==> src/rtl/tpg_timing_pkg.sv <==
// tpg_timing_pkg: register map and controller state encoding shared by the timing controller.
package tpg_timing_pkg;
    localparam int A_HS_START   = 0;
    localparam int A_HS_END     = 1;
    localparam int A_HACT_START = 2;
    localparam int A_HACT_END   = 3;
    localparam int A_H_END      = 4;
    localparam int A_VS_START   = 5;
    localparam int A_VS_END     = 6;
    localparam int A_VACT_START = 7;
    localparam int A_VACT_END   = 8;
    localparam int A_V_END      = 9;
    localparam int NUM_REGS     = 10;
    localparam int NUM_H        = 5;
    typedef enum logic [1:0] {IDLE, RUN, STOPPING} state_t;
endpackage

==> src/rtl/tpg_timing_check.sv <==
// tpg_timing_check: combinational sanity check of a horizontal/vertical timing set.
module tpg_timing_check #(
    parameter int H_BITS = 12,
    parameter int V_BITS = 12
) (
    input  logic [H_BITS-1:0] hs_start,
    input  logic [H_BITS-1:0] hs_end,
    input  logic [H_BITS-1:0] hact_start,
    input  logic [H_BITS-1:0] hact_end,
    input  logic [H_BITS-1:0] h_end,
    input  logic [V_BITS-1:0] vs_start,
    input  logic [V_BITS-1:0] vs_end,
    input  logic [V_BITS-1:0] vact_start,
    input  logic [V_BITS-1:0] vact_end,
    input  logic [V_BITS-1:0] v_end,
    output logic              valid
);
    assign valid = (hs_start < hs_end) && (hs_end <= h_end) &&
                   (hact_start < hact_end) && (hact_end <= h_end) &&
                   (vs_start < vs_end) && (vs_end <= v_end) &&
                   (vact_start < vact_end) && (vact_end <= v_end);
endmodule

==> src/rtl/tpg_timing_ctrl.sv <==
// tpg_timing_ctrl: shadow/active timing registers, frame-boundary updates and run control for the TPG.
// Optional watchdog on stuck frame boundaries: define TPG_TIMING_WDOG_EN.
module tpg_timing_ctrl
    import tpg_timing_pkg::*;
#(
    parameter int H_BITS      = 12,
    parameter int V_BITS      = 12,
    parameter int FC_BITS     = 16,
    parameter int WDOG_CYCLES = 4194304
) (
    input  logic               clk,
    input  logic               rst_n,
    input  logic               cfg_wr,
    input  logic [3:0]         cfg_addr,
    input  logic [15:0]        cfg_wdata,
    input  logic               cfg_commit,
    input  logic               start,
    input  logic               stop,
    input  logic               tpg_vs,
    output logic [H_BITS-1:0]  tHS_START,
    output logic [H_BITS-1:0]  tHS_END,
    output logic [H_BITS-1:0]  tHACT_START,
    output logic [H_BITS-1:0]  tHACT_END,
    output logic [H_BITS-1:0]  tH_END,
    output logic [V_BITS-1:0]  tVS_START,
    output logic [V_BITS-1:0]  tVS_END,
    output logic [V_BITS-1:0]  tVACT_START,
    output logic [V_BITS-1:0]  tVACT_END,
    output logic [V_BITS-1:0]  tV_END,
    output logic               tpg_en,
    output logic               cfg_busy,
    output logic               cfg_err,
    output logic [FC_BITS-1:0] frame_cnt,
    output logic               wdog_err
);
    logic [H_BITS-1:0] sh_h [NUM_H];
    logic [H_BITS-1:0] act_h [NUM_H];
    logic [V_BITS-1:0] sh_v [NUM_H];
    logic [V_BITS-1:0] act_v [NUM_H];
    logic [2:0] idx;
    logic vs_q, pend, active_valid, stop_q, valid, fe, bnd, force_b, unused;
    state_t state, state_d;

    tpg_timing_check #(.H_BITS(H_BITS), .V_BITS(V_BITS)) u_check (
        .hs_start(sh_h[A_HS_START]), .hs_end(sh_h[A_HS_END]),
        .hact_start(sh_h[A_HACT_START]), .hact_end(sh_h[A_HACT_END]), .h_end(sh_h[A_H_END]),
        .vs_start(sh_v[A_VS_START-NUM_H]), .vs_end(sh_v[A_VS_END-NUM_H]),
        .vact_start(sh_v[A_VACT_START-NUM_H]), .vact_end(sh_v[A_VACT_END-NUM_H]),
        .v_end(sh_v[A_V_END-NUM_H]), .valid(valid)
    );

    assign unused   = ^cfg_wdata;
    assign idx      = cfg_addr < 4'(NUM_H) ? cfg_addr[2:0] : 3'(cfg_addr - 4'(NUM_H));
    assign fe       = tpg_en && tpg_vs && !vs_q;
    assign bnd      = fe || force_b;
    assign tpg_en   = state != IDLE;
    assign cfg_busy = pend;

    assign {tHS_START, tHS_END, tHACT_START, tHACT_END, tH_END} =
        {act_h[A_HS_START], act_h[A_HS_END], act_h[A_HACT_START], act_h[A_HACT_END], act_h[A_H_END]};
    assign {tVS_START, tVS_END, tVACT_START, tVACT_END, tV_END} =
        {act_v[A_VS_START-NUM_H], act_v[A_VS_END-NUM_H], act_v[A_VACT_START-NUM_H],
         act_v[A_VACT_END-NUM_H], act_v[A_V_END-NUM_H]};

    always_comb begin
        state_d = state;
        case (state)
            IDLE:     state_d = (start && active_valid) ? RUN : IDLE;
            RUN:      state_d = (stop || stop_q) ? STOPPING : RUN;
            STOPPING: state_d = bnd ? IDLE : STOPPING;
            default:  state_d = IDLE;
        endcase
    end

    // A stop arriving together with an accepted start is replayed once RUN is reached.
    always_ff @(posedge clk or negedge rst_n) begin
        if (!rst_n) begin
            state        <= IDLE;
            vs_q         <= 1'b0;
            stop_q       <= 1'b0;
            pend         <= 1'b0;
            active_valid <= 1'b0;
            cfg_err      <= 1'b0;
            frame_cnt    <= '0;
            for (int i = 0; i < NUM_H; i++) begin
                sh_h[i]  <= '0;
                act_h[i] <= '0;
                sh_v[i]  <= '0;
                act_v[i] <= '0;
            end
        end else begin
            state  <= state_d;
            vs_q   <= tpg_vs;
            stop_q <= (state == IDLE) && start && stop && active_valid;
            if (cfg_wr && !pend && cfg_addr < 4'(NUM_REGS)) begin
                if (cfg_addr < 4'(NUM_H)) sh_h[idx] <= cfg_wdata[H_BITS-1:0];
                else sh_v[idx] <= cfg_wdata[V_BITS-1:0];
            end
            if (fe) frame_cnt <= frame_cnt + 1'b1;
            if (bnd && pend) begin
                act_h <= sh_h;
                act_v <= sh_v;
                pend  <= 1'b0;
            end
            // Commits are only evaluated with nothing pending, so they never race the boundary load.
            if (cfg_commit && !pend) begin
                cfg_err <= !valid;
                if (valid && state == IDLE) begin
                    act_h        <= sh_h;
                    act_v        <= sh_v;
                    active_valid <= 1'b1;
                end
                if (valid && state != IDLE) pend <= 1'b1;
            end
        end
    end

`ifdef TPG_TIMING_WDOG_EN
    localparam int WB = WDOG_CYCLES > 1 ? $clog2(WDOG_CYCLES) : 1;
    logic [WB-1:0] wcnt;
    logic waiting, werr;
    assign waiting  = pend || state == STOPPING;
    assign force_b  = waiting && wcnt == WB'(WDOG_CYCLES - 1);
    assign wdog_err = werr;
    always_ff @(posedge clk or negedge rst_n) begin
        if (!rst_n) begin
            wcnt <= '0;
            werr <= 1'b0;
        end else begin
            wcnt <= (fe || !waiting || force_b) ? '0 : wcnt + 1'b1;
            if (force_b) werr <= 1'b1;
        end
    end
`else
    assign force_b  = 1'b0;
    assign wdog_err = WDOG_CYCLES < 0;
`endif
endmodule

==> config.mk <==
export PLATFORM = sky130hd
export DESIGN_NAME = tpg_timing_ctrl
export DESIGN_NICKNAME = d
export VERILOG_FILES = /design/src/rtl/tpg_timing_pkg.sv /design/src/rtl/tpg_timing_check.sv /design/src/rtl/tpg_timing_ctrl.sv
export SDC_FILE = /design/constraint.sdc
export NUM_CORES = 1
export LEC_CHECK = 0
export CORE_MARGIN = 4
export CORE_UTILIZATION = 45
export DETAILED_ROUTE_END_ITERATION = 7
export PLACE_DENSITY = 0.73
export SYNTH_ARGS = -nofsm -noshare
export SYNTH_HDL_FRONTEND = slang
export SYNTH_SLANG_ARGS = --single-unit
export TNS_END_PERCENT = 50
==> constraint.sdc <==
create_clock -name clk -period 4.8 [get_ports clk]
set_input_delay 0.96 -clock clk [delete_from_list [all_inputs] [get_ports clk]]
set_output_delay 0.96 -clock clk [all_outputs]
set_load 0.01 [all_outputs]
==> qor.txt, run 1 <==
Power per cell area: 289 nW/µm²
Post-synth top cells: dfrtp_1 (263), mux2_2 (130), mux2_4 (100), ha_1 (94), inv_1 (79)
Asr flop ratio synth: 1.00
Cell Area, Synth: 12800 µm²
Hold Crit Class: reg2reg
Initial antenna violation count: 2
Hold Path Sink: frame_cnt[15]
Hold Fails Final Rpt: 0
Reg2Reg Depth: 10
RSZ-0062 raised after global routing: no
Count of cell types in the netlist: 48
Crit end category: register
Max Freq: 283 MHz
I/O pin count: 167
Maximum vdd drop: 0.000271 V
Number of flops mapped to enable cells by yosys: 0
Worst r2r dst: tHS_START[4]
Measured slew at the worst slew-check pin: 0.916 ns
First-pass GRT wire length: 47800 µm
CTS tree: done
Cell count of the worst hold path: 1
Setup TNS: 0 ns
Synth Register Bits: 263
H-tree depth: 1
Initial Util: 0.460
Largest cells by area after synthesis: dfrtp_1 (51%), mux2_4 (12%), mux2_2 (11%)
P&R area growth vs syn: 21.9%
Final core utilization: 0.561
Placer Congestion: 0.880
Worst-path cell chain: inv_1 -> ha_1 -> a222oi_1 -> nand4_1 -> a311o_1 -> nor4_2 -> nand4_1 -> nand2_8 -> buf_12 -> mux2_4
FILL cells: 2312
Vias in the first global route: 8294
Worst-Skew Late Latency: 0.53 ns
Tot GR Track Use: 0.194
Synth area leader: dfrtp_1
Syn nets: 1083
Final hold slack: 0.475 ns
Post_cts resized: 0
GRT overflow: 0
Status: complete, no violations
CTS Buffer Depth: 3
WP data arrival: 3.96 ns
Vias: 8085
Count leader, synth: dfrtp_1
RR Startpoint: sh_v[23]
Crit-path max cell delay: 0.45 ns
Static Leak: 7.56 nW
CTS clock-pin slew for the worst setup and hold paths: 0.06 ns
Clock net sink count: 263
CTS root buf: clkbuf_16
Initial drt markers: 527
Final setup viols: 0
Dominant synthesized flop cell: dfrtp_1
PortBufs: 161
Final Cycle Share: 0.737
Nets: 1243
Hold buffers post-CTS: 0
CTS buffer count: 28
Crit-path most repeated cell: nand4_1
Core Rows: 61
Largest net degree at the start of global routing: 122
Final WL: 30600 µm
Total power draw: 4.53 mW
DR DRC count: 0
Worst rel slew slack: 0.389
Share of post-route cells with drive strength above 1: 0.254
Worst setup SP type: register
Post-CTS setup buffers: 0
DRT antenna net count: 0
Hpwl dp: 22100 µm
First-pass iteration count of the detailed router: 5
Share of the synthesized area in the top cell type: 0.513
Worst R2R Setup Slack: 1.26 ns
Slowest cell on the critical path: dfrtp_1
Critical path class: reg2reg
Core region area: 27900 µm²
Post-synthesis instance total: 962
Clock Skew: 0.0143 ns
Worst path required time: 5.22 ns
Die Y: 177 µm
CP Max Fanout: 46
Final Max Slew Viols: 0
Register area share after synthesis: 0.513
Vias per cell: 5.31
Synth warn: 0
Max_cap viols: 0
Routed wire per std cell: 20.1 µm
Hold Startpoint: frame_cnt[15]
Syn Area/Cell: 13.3 µm²
Die width: 177 µm
Area of the die: 31300 µm²
Tmin final: 3.54 ns
stage by stage:
stage / std cells / setup WS (ns) / instance area, µm²
global route: 1523 / 1.00 / 15700
global placement: 1470 / 0.775 / 14700
finish: 1523 / 1.26 / 15700
detailed placement: 1470 / 0.734 / 14700
floorplan: 962 / 1.90 / 12800
CTS: 1521 / 1.26 / 15700
metal layers:
layer  wire length [µm]  GRT usage  vias to the layer above
met5                  0          0                        -
met4                529     0.0438                        0
met3               1710     0.0303                       34
met2              14400      0.318                      215
met1              14000      0.276                     4111
li1                   -          -                     3725
power by group:
part,switching (mW),internal (mW)
registers,0.000497,2.22
clock network,0.859,1.34
logic,0.0828,0.0264
total,0.943,3.59
logic make-up after synthesis:
group,count (synthesis),synth area share
AO/OA/AOI/OAI,99,0.0469
XOR/XNOR,15,0.0102
adder cells (fa/ha/maj),94,0.0916
buffers and inverters,118,0.0519
flip-flops,263,0.513
multiplexers,230,0.231
other,1,0.000292
AND/OR/NAND/NOR,142,0.0556
placed cells by master, fill, tap and decap left out, drive strengths merged, types with 2 or more instances in the layout:
master         count
inv               79
nor2              25
buf                9
nand4             22
nand2             46
or4                2
nand3b             2
a211o              3
nand2b             7
xor2               4
bufinv             2
nor2b              8
nor3               8
a31oi              2
o22ai              4
o21a               2
a2111oi            2
and3               2
nor4               3
or3                2
a211oi             3
nand3              9
o21ai             29
a21o               7
nor3b              2
a21oi             32
clkinvlp           3
clkinv             6
o211ai             6
xnor2             11
clkbuf            40
dfrtp            263
mux2             230
diode              2
clkdlybuf4s50    160
ha                94
and4               3
worst max path at each step:
stage / startpoint / endpoint / slack [ns] / cells past startpoint
finish: sh_v[23] / tHS_START[4] / 1.26 / 10
global route: sh_h[11] / tHS_START[4] / 1.00 / 11
CTS: sh_v[23] / tHS_START[4] / 1.26 / 10
detailed placement: cfg_commit / tH_END[5] / 0.73 / 9
global placement: cfg_commit / tHS_START[7] / 0.77 / 9
floorplan: cfg_addr[0] / sh_h[13] / 1.90 / 9
critical path: cells and delay by family, from the launching register on:
family                   cells  cell delay (ns)
AND/OR/NAND/NOR              4             1.05
adder cells (fa/ha/maj)      1             0.34
flip-flops                   1             0.45
multiplexers                 1             0.34
AO/OA/AOI/OAI                2             0.77
buffers and inverters        2             0.43
registers in the layout (all words and copies together), names as in the netlist, 2 cells and up:
signal       cells
frame_cnt       16
sh_h            60
sh_v            60
state            2
tHACT_END       12
tHACT_START     12
tHS_END         12
tHS_START       12
tH_END          12
tVACT_END       12
tVACT_START     12
tVS_END         12
tVS_START       12
tV_END          12
cell type report:
type / count / area, µm² / area share
Tap cell: 378 / 473 / 0.0302
Inverter: 79 / 297 / 0.0189
Sequential cell: 263 / 6580 / 0.420
Antenna cell: 2 / 5.00 / 0.000320
Clock buffer: 40 / 857 / 0.0547
Multi-Input combinational cell: 581 / 5610 / 0.358
Timing Repair Buffer: 169 / 1730 / 0.110
Clock inverter: 11 / 113 / 0.00719
Power figures use the tool's default switching activity.
==> run 2, diff against run 1 <==
==> constraint.sdc (replaced) <==
create_clock -name clk -period 3.3 [get_ports clk]
set_input_delay 0.66 -clock clk [delete_from_list [all_inputs] [get_ports clk]]
set_output_delay 0.66 -clock clk [all_outputs]
set_load 0.01 [all_outputs]
==> qor.txt, run 2 (synthesis results as in run 1) <==
Status: complete, no violations (unchanged)
Maximum vdd drop: 0.000299 V (was 0.000271 V)
Clock net sink count: 263 (unchanged)
Dpl cell area: 14800 µm² (was 14700 µm²)
P&R area growth vs syn: 23.8% (was 21.9%)
H-tree depth: 1 (unchanged)
Initial antenna violation count: 2 (unchanged)
Top flop regs: sh_h x60, sh_v x60, frame_cnt x16 (unchanged)
PortBufs: 161 (unchanged)
CTS root buf: clkbuf_16 (unchanged)
Worst rel slew slack: 0.487 (was 0.389)
RSZ-0062 raised after global routing: yes (was no)
Area of the die: 31300 µm² (unchanged)
RR Startpoint: sh_h[11] (was sh_v[23])
CP Max Fanout: 14 (was 46)
Setup TNS: 0 ns (unchanged)
Crit end category: register (unchanged)
DRT antenna net count: 0 (unchanged)
Die width: 177 µm (unchanged)
Hold buffers post-CTS: 0 (unchanged)
Power per cell area: 417 nW/µm² (was 289 nW/µm²)
Fin cells: 1543 (was 1523)
Core region area: 27900 µm² (unchanged)
Initial drt markers: 586 (was 527)
I/O pin count: 167 (unchanged)
Die Y: 177 µm (unchanged)
Hold Fails Final Rpt: 0 (unchanged)
Worst path required time: 3.72 ns (was 5.22 ns)
Final setup viols: 0 (unchanged)
Worst setup SP type: register (unchanged)
Largest net degree at the start of global routing: 71 (was 122)
Nets: 1264 (was 1243)
Static Leak: 7.70 nW (was 7.56 nW)
CTS Buffer Depth: 3 (unchanged)
Vias: 8174 (was 8085)
Met2 WL post-DR: 15200 µm (was 14400 µm)
Placed insts: 1487 (was 1470)
Slowest cell on the critical path: dfrtp_1 (unchanged)
Final hold slack: 0.0859 ns (was 0.475 ns)
DR DRC count: 0 (unchanged)
First-pass iteration count of the detailed router: 4 (was 5)
Tot GR Track Use: 0.201 (was 0.194)
CTS buffer count: 28 (unchanged)
Reg2Reg Depth: 12 (was 10)
Core Rows: 61 (unchanged)
WL met3: 1630 µm (was 1710 µm)
Fin area: 15900 µm² (was 15700 µm²)
Critical path launch point: sh_h[11] (was sh_v[23])
Most frequent cells in the layout: dfrtp_1 (263), clkdlybuf4s50_1 (160), mux2_2 (130), mux2_4 (100), ha_1 (94) (unchanged)
Routed wire per std cell: 20.5 µm (was 20.1 µm)
Worst-Skew Late Latency: 0.54 ns (was 0.53 ns)
CTS clock-pin slew for the worst setup and hold paths: 0.06 ns (about the same)
Wl on met1: 14400 µm (was 14000 µm)
WP data arrival: 3.57 ns (was 3.96 ns)
Final Max Slew Viols: 0 (unchanged)
Initial Util: 0.460 (unchanged)
Top layer in use: met4 (unchanged)
Max Freq: 318 MHz (was 283 MHz)
Tmin final: 3.15 ns (was 3.54 ns)
Share of post-route cells with drive strength above 1: 0.265 (was 0.254)
Crit-path max cell delay: 0.42 ns (was 0.45 ns)
Vias per cell: 5.30 (was 5.31)
Commonest non-fill, non-tap cell in the layout: dfrtp_1 (unchanged)
Placer Congestion: 0.887 (was 0.880)
Hold Crit Class: in2async (was reg2reg)
First-pass GRT wire length: 49400 µm (was 47800 µm)
Clock Skew: 0.0106 ns (was 0.0143 ns)
Critical path class: reg2reg (unchanged)
FILL cells: 2304 (was 2312)
Hpwl dp: 22600 µm (was 22100 µm)
Final Cycle Share: 0.953 (was 0.737)
Max_cap viols: 0 (unchanged)
CTS tree: done (unchanged)
Final WL: 31600 µm (was 30600 µm)
GRT overflow: 0 (unchanged)
Pre-CTS setup slack: -0.0669 ns (was 0.734 ns)
Vias in the first global route: 8545 (was 8294)
Measured slew at the worst slew-check pin: 0.766 ns (was 0.916 ns)
Worst Setup Slack, final: 0.154 ns (was 1.26 ns)
Worst-path cell chain: inv_1 -> ha_1 -> a21oi_1 -> o21ai_0 -> a2111oi_1 -> a21oi_1 -> nor3_1 -> nand4_1 -> buf_4 -> nand2_8 -> buf_4 -> mux2_4 (was inv_1 -> ha_1 -> a222oi_1 -> nand4_1 -> a311o_1 -> nor4_2 -> nand4_1 -> nand2_8 -> buf_12 -> mux2_4)
==> run 2: changes by cell type in the layout (fill, tap and decap cells not counted), sizes merged <==
cell and delta:
buf +19, clkbuf +6, clkinv -2, clkinvlp -2, diode -1
==> run 2: repair_timing <==
action	in CTS	in global routing
buffers inserted	0	2
endpoints found under the setup margin	0	117
resized for setup	0	9
==> run 2: worst max-delay path, delay by kind of cell, from the launching register on <==
| kind | cells | cell delay [ns] |
|---|---|---|
| AND/OR/NAND/NOR | 3 | 0.53 |
| buffers and inverters | 3 | 0.54 |
| multiplexers | 1 | 0.31 |
| flip-flops | 1 | 0.42 |
| adder cells (fa/ha/maj) | 1 | 0.34 |
| AO/OA/AOI/OAI | 4 | 0.87 |
==> run 2: final timing paths <==
path | to | slack (ns)
worst max-delay path | tHACT_END[0] | 0.15
worst min-delay path | tVACT_END[8] | 0.09
worst max register to register | tHACT_END[0] | 0.15
worst min register to register | frame_cnt[15] | 0.47
max in group asynchronous | frame_cnt[13] | 2.45
min in group clk | frame_cnt[15] | 0.47
==> run 2: power breakdown <==
| group | internal (mW) | switching (mW) |
|---|---|---|
| Sequential | 3.23 | 0.000678 |
| Combinational | 0.0415 | 0.121 |
| Clock | 1.98 | 1.26 |
==> run 2: metrics by stage <==
step / total power [mW] / util
floorplan: 3.32 / -
global placement: 3.45 / 0.531
detailed placement: 3.45 / 0.531
CTS: 6.69 / 0.565
global route: 6.85 / 0.569
finish: 6.62 / 0.569
==> run 2: cell type report <==
| cell class | count | area [µm²] | area share |
|---|---|---|---|
| multi-input cells | 581 | 5610 | 0.353 |
| clock inverters | 7 | 87.6 | 0.00551 |
| repair buffers | 190 | 1960 | 0.123 |
| clock buffers | 44 | 882 | 0.0555 |
| flip-flops and latches | 263 | 6580 | 0.414 |
| inverters | 79 | 297 | 0.0187 |
| diodes | 1 | 2.50 | 0.000157 |
| well taps | 378 | 473 | 0.0297 |
==> run 2: routing by layer <==
layer | GRT usage | vias up
met3 | 0.0291 | 29
li1 | - | 3783
met4 | 0.0387 | 0
met5 | 0 | -
met1 | 0.287 | 4164
met2 | 0.332 | 198
==> run 3, diff against run 2 <==
--- a/config.mk
+++ b/config.mk
@@ -8,8 +8,9 @@
 export CORE_MARGIN = 4
 export CORE_UTILIZATION = 45
 export DETAILED_ROUTE_END_ITERATION = 7
-export PLACE_DENSITY = 0.73
+export PLACE_DENSITY = 0.67
 export SYNTH_ARGS = -nofsm -noshare
 export SYNTH_HDL_FRONTEND = slang
+export SYNTH_HIERARCHICAL = 1
 export SYNTH_SLANG_ARGS = --single-unit
 export TNS_END_PERCENT = 50
==> qor.txt, run 3 <==
Final setup viols: 120 (was 0)
WP data arrival: 3.90 ns (was 3.57 ns)
Placer Congestion: 0.814 (was 0.887)
Hold buffers post-CTS: 0 (unchanged)
Crit end category: register (unchanged)
First-pass GRT wire length: 50200 µm (was 49400 µm)
Area of the die: 30300 µm² (was 31300 µm²)
Fin cells: 1618 (was 1543)
Max_cap viols: 0 (unchanged)
GRT overflow: 0 (unchanged)
Final Max Slew Viols: 0 (unchanged)
Status: complete, but fails checks (was complete, no violations)
Asr flop ratio synth: 1.00 (unchanged)
Syn nets: 1062 (was 1083)
Cell Area, Synth: 12400 µm² (was 12800 µm²)
Count leader, synth: dfrtp_1 (unchanged)
Post-synthesis instance total: 941 (was 962)
Share of post-route cells with drive strength above 1: 0.365 (was 0.265)
I/O pin count: 167 (unchanged)
Vias per cell: 5.21 (was 5.30)
Static Leak: 8.10 nW (was 7.70 nW)
Worst setup SP type: register (unchanged)
Largest cells by area after synthesis: dfrtp_1 (53%), mux2_2 (21%), ha_1 (9.5%) (was dfrtp_1 (51%), mux2_4 (12%), mux2_2 (11%))
Final hold slack: 0.0885 ns (was 0.0859 ns)
Power per cell area: 771 nW/µm² (was 417 nW/µm²)
Synth Register Bits: 263 (unchanged)
Final WL: 32600 µm (was 31600 µm)
Initial drt markers: 323 (was 586)
Die width: 174 µm (was 177 µm)
Commonest non-fill, non-tap cell in the layout: dfrtp_1 (unchanged)
CP Max Fanout: 16 (was 14)
Nets: 1344 (was 1264)
DRT antenna net count: 0 (unchanged)
Clock net sink count: 263 (unchanged)
Slowest cell on the critical path: dfrtp_1 (unchanged)
Synth warn: 6 (was 0)
Initial antenna violation count: 4 (was 2)
CTS buffer count: 29 (was 28)
Syn Area/Cell: 13.2 µm² (was 13.3 µm²)
Worst-Skew Late Latency: 0.54 ns (about the same)
Most frequent cells in the layout: dfrtp_1 (263), clkdlybuf4s50_1 (160), mux2_2 (143), buf_4 (111), mux2_4 (98) (was dfrtp_1 (263), clkdlybuf4s50_1 (160), mux2_2 (130), mux2_4 (100), ha_1 (94))
CTS root buf: clkbuf_16 (unchanged)
Routed wire per std cell: 20.2 µm (was 20.5 µm)
Hold Crit Class: in2async (unchanged)
Placed insts: 1533 (was 1487)
Die Y: 174 µm (was 177 µm)
Number of flops mapped to enable cells by yosys: 0 (unchanged)
CTS Buffer Depth: 3 (unchanged)
Tot GR Track Use: 0.207 (was 0.201)
Tmin final: 3.48 ns (was 3.15 ns)
Maximum vdd drop: 0.000421 V (was 0.000299 V)
Synth area leader: dfrtp_1 (unchanged)
Measured slew at the worst slew-check pin: 0.783 ns (was 0.766 ns)
PortBufs: 161 (unchanged)
Crit-path max cell delay: 0.39 ns (was 0.42 ns)
Vias in the first global route: 8894 (was 8545)
Critical path class: reg2reg (unchanged)
Total power draw: 13.3 mW (was 6.62 mW)
Register area share after synthesis: 0.529 (was 0.513)
Top flop regs: sh_h x60, sh_v x60, frame_cnt x16 (unchanged)
Largest net degree at the start of global routing: 80 (was 71)
CTS tree: done (unchanged)
DR DRC count: 0 (unchanged)
Core region area: 27100 µm² (was 27900 µm²)
Dominant synthesized flop cell: dfrtp_1 (unchanged)
CTS clock-pin slew for the worst setup and hold paths: 0.06 ns (about the same)
Hold Fails Final Rpt: 0 (unchanged)
P&R area growth vs syn: 38.4% (was 23.8%)
Worst-path cell chain: inv_2 -> buf_4 -> buf_4 -> ha_1 -> a21o_1 -> a21o_1 -> a211oi_1 -> o21ai_0 -> o31a_1 -> nor4_2 -> buf_4 -> nand2_4 -> nor3_4 -> a21o_4 -> buf_12 -> clkbuf_16 -> mux2_2 (was inv_1 -> ha_1 -> a21oi_1 -> o21ai_0 -> a2111oi_1 -> a21oi_1 -> nor3_1 -> nand4_1 -> buf_4 -> nand2_8 -> buf_4 -> mux2_4)
Final Cycle Share: 1.06 (was 0.953)
RSZ-0062 raised after global routing: yes (unchanged)
Crit-path most repeated cell: buf_4
Core Rows: 60 (was 61)
Vias: 8423 (was 8174)
Worst Setup Slack, final: -0.183 ns (was 0.154 ns)
Hpwl dp: 21200 µm (was 22600 µm)
First-pass iteration count of the detailed router: 4 (unchanged)
Worst rel slew slack: 0.476 (was 0.487)
H-tree depth: 1 (unchanged)
Initial Util: 0.459 (was 0.460)
Count of cell types in the netlist: 56 (was 48)
Max Freq: 287 MHz (was 318 MHz)
Failing checks: negative setup slack
Share of the synthesized area in the top cell type: 0.529 (was 0.513)
Post-synth top cells: dfrtp_1 (263), mux2_2 (231), ha_1 (94), inv_1 (77) (was dfrtp_1 (263), mux2_2 (130), mux2_4 (100), ha_1 (94), inv_1 (79))
Clock Skew: 0.0133 ns (was 0.0106 ns)
Worst path required time: 3.72 ns (about the same)
[run 3: cell count changes after synthesis, moves of 5 or more]
| cell | delta |
|---|---|
| o21ai_0 | -13 |
| buf_2 | +12 |
| nand2_1 | -18 |
| mux2_2 | +101 |
| nor2_1 | -10 |
| buf_1 | +10 |
| mux2_4 | -90 |
| clkbuf_1 | -12 |
| a21oi_1 | -5 |
| nand4_1 | -6 |
| buf_12 | -11 |
[run 3: layer usage]
metal,track usage,part of all wire
met5,0,0.00040
met3,0.0355,0.039
met2,0.359,0.51
met1,0.266,0.43
met4,0.0607,0.022
[run 3: final timing paths]
| path | startpoint | endpoint | slack [ns] | cells past startpoint |
|---|---|---|---|---|
| worst max register to register | sh_h[5] | tHS_START[2] | -0.18 | 17 |
| worst max-delay path | sh_h[5] | tHS_START[2] | -0.18 | 17 |
| worst min-delay path | rst_n | tHS_END[6] | 0.09 | 1 |
| worst min register to register | frame_cnt[15] | frame_cnt[15] | 0.47 | 1 |
| max in group asynchronous | rst_n | sh_h[31] | 2.30 | 2 |
| min in group clk | frame_cnt[15] | frame_cnt[15] | 0.47 | 1 |
[run 3: where the power goes]
group	internal, mW	switching [mW]
clock	2.55	1.31
combinational	2.70	2.02
sequential	4.05	0.636
[run 3: repair_timing]
action | 4_1_cts | 5_1_grt
gates resized for setup | 50 | 77
cloned | 7 | 2
hold endpoints to repair | 0 | 0
buffers inserted | 9 | 16
pin swaps | 4 | 18
setup endpoints to repair | 120 | 120
[run 3: worst max-delay path, delay by kind of cell (launching register included)]
kind | cells | cell delay [ns]
AO/OA/AOI/OAI | 6 | 0.98
flip-flops | 1 | 0.39
AND/OR/NAND/NOR | 3 | 0.50
adder cells (fa/ha/maj) | 1 | 0.29
multiplexers | 1 | 0.34
buffers and inverters | 6 | 0.84
[run 3: logic make-up after synthesis]
family	count (synthesis)	synth area share
muxes	241	0.221
other	1	0.000302
and+or+nand+nor	119	0.0535
buffers and inverters	118	0.0418
adders and majority gates	94	0.0946
xor gates and xnor gates	15	0.0106
AOI/OAI and AO/OA	90	0.0485
DFF	263	0.529
[run 3: area by class of cell]
type | instances | area, µm²
Fill cell | 2109 | 9900
Clock inverter | 18 | 365
Multi-Input combinational cell | 560 | 5800
Tap cell | 372 | 465
Sequential cell | 263 | 6580
Inverter | 77 | 289
Antenna cell | 1 | 2.50
Timing Repair Buffer | 292 | 2910
Clock buffer | 35 | 788
[run 3: stage by stage]
stage | TNS [ns] | instance area, µm² | util | worst slack (ns)
floorplan | 0 | 12400 | - | 0.170
global placement | -25.94 | 15100 | 0.558 | -0.236
detailed placement | -30.22 | 15100 | 0.558 | -0.283
CTS | -13.54 | 16800 | 0.620 | -0.159
global route | -27.74 | 17200 | 0.635 | -0.282
finish | -16.31 | 17200 | 0.635 | -0.183
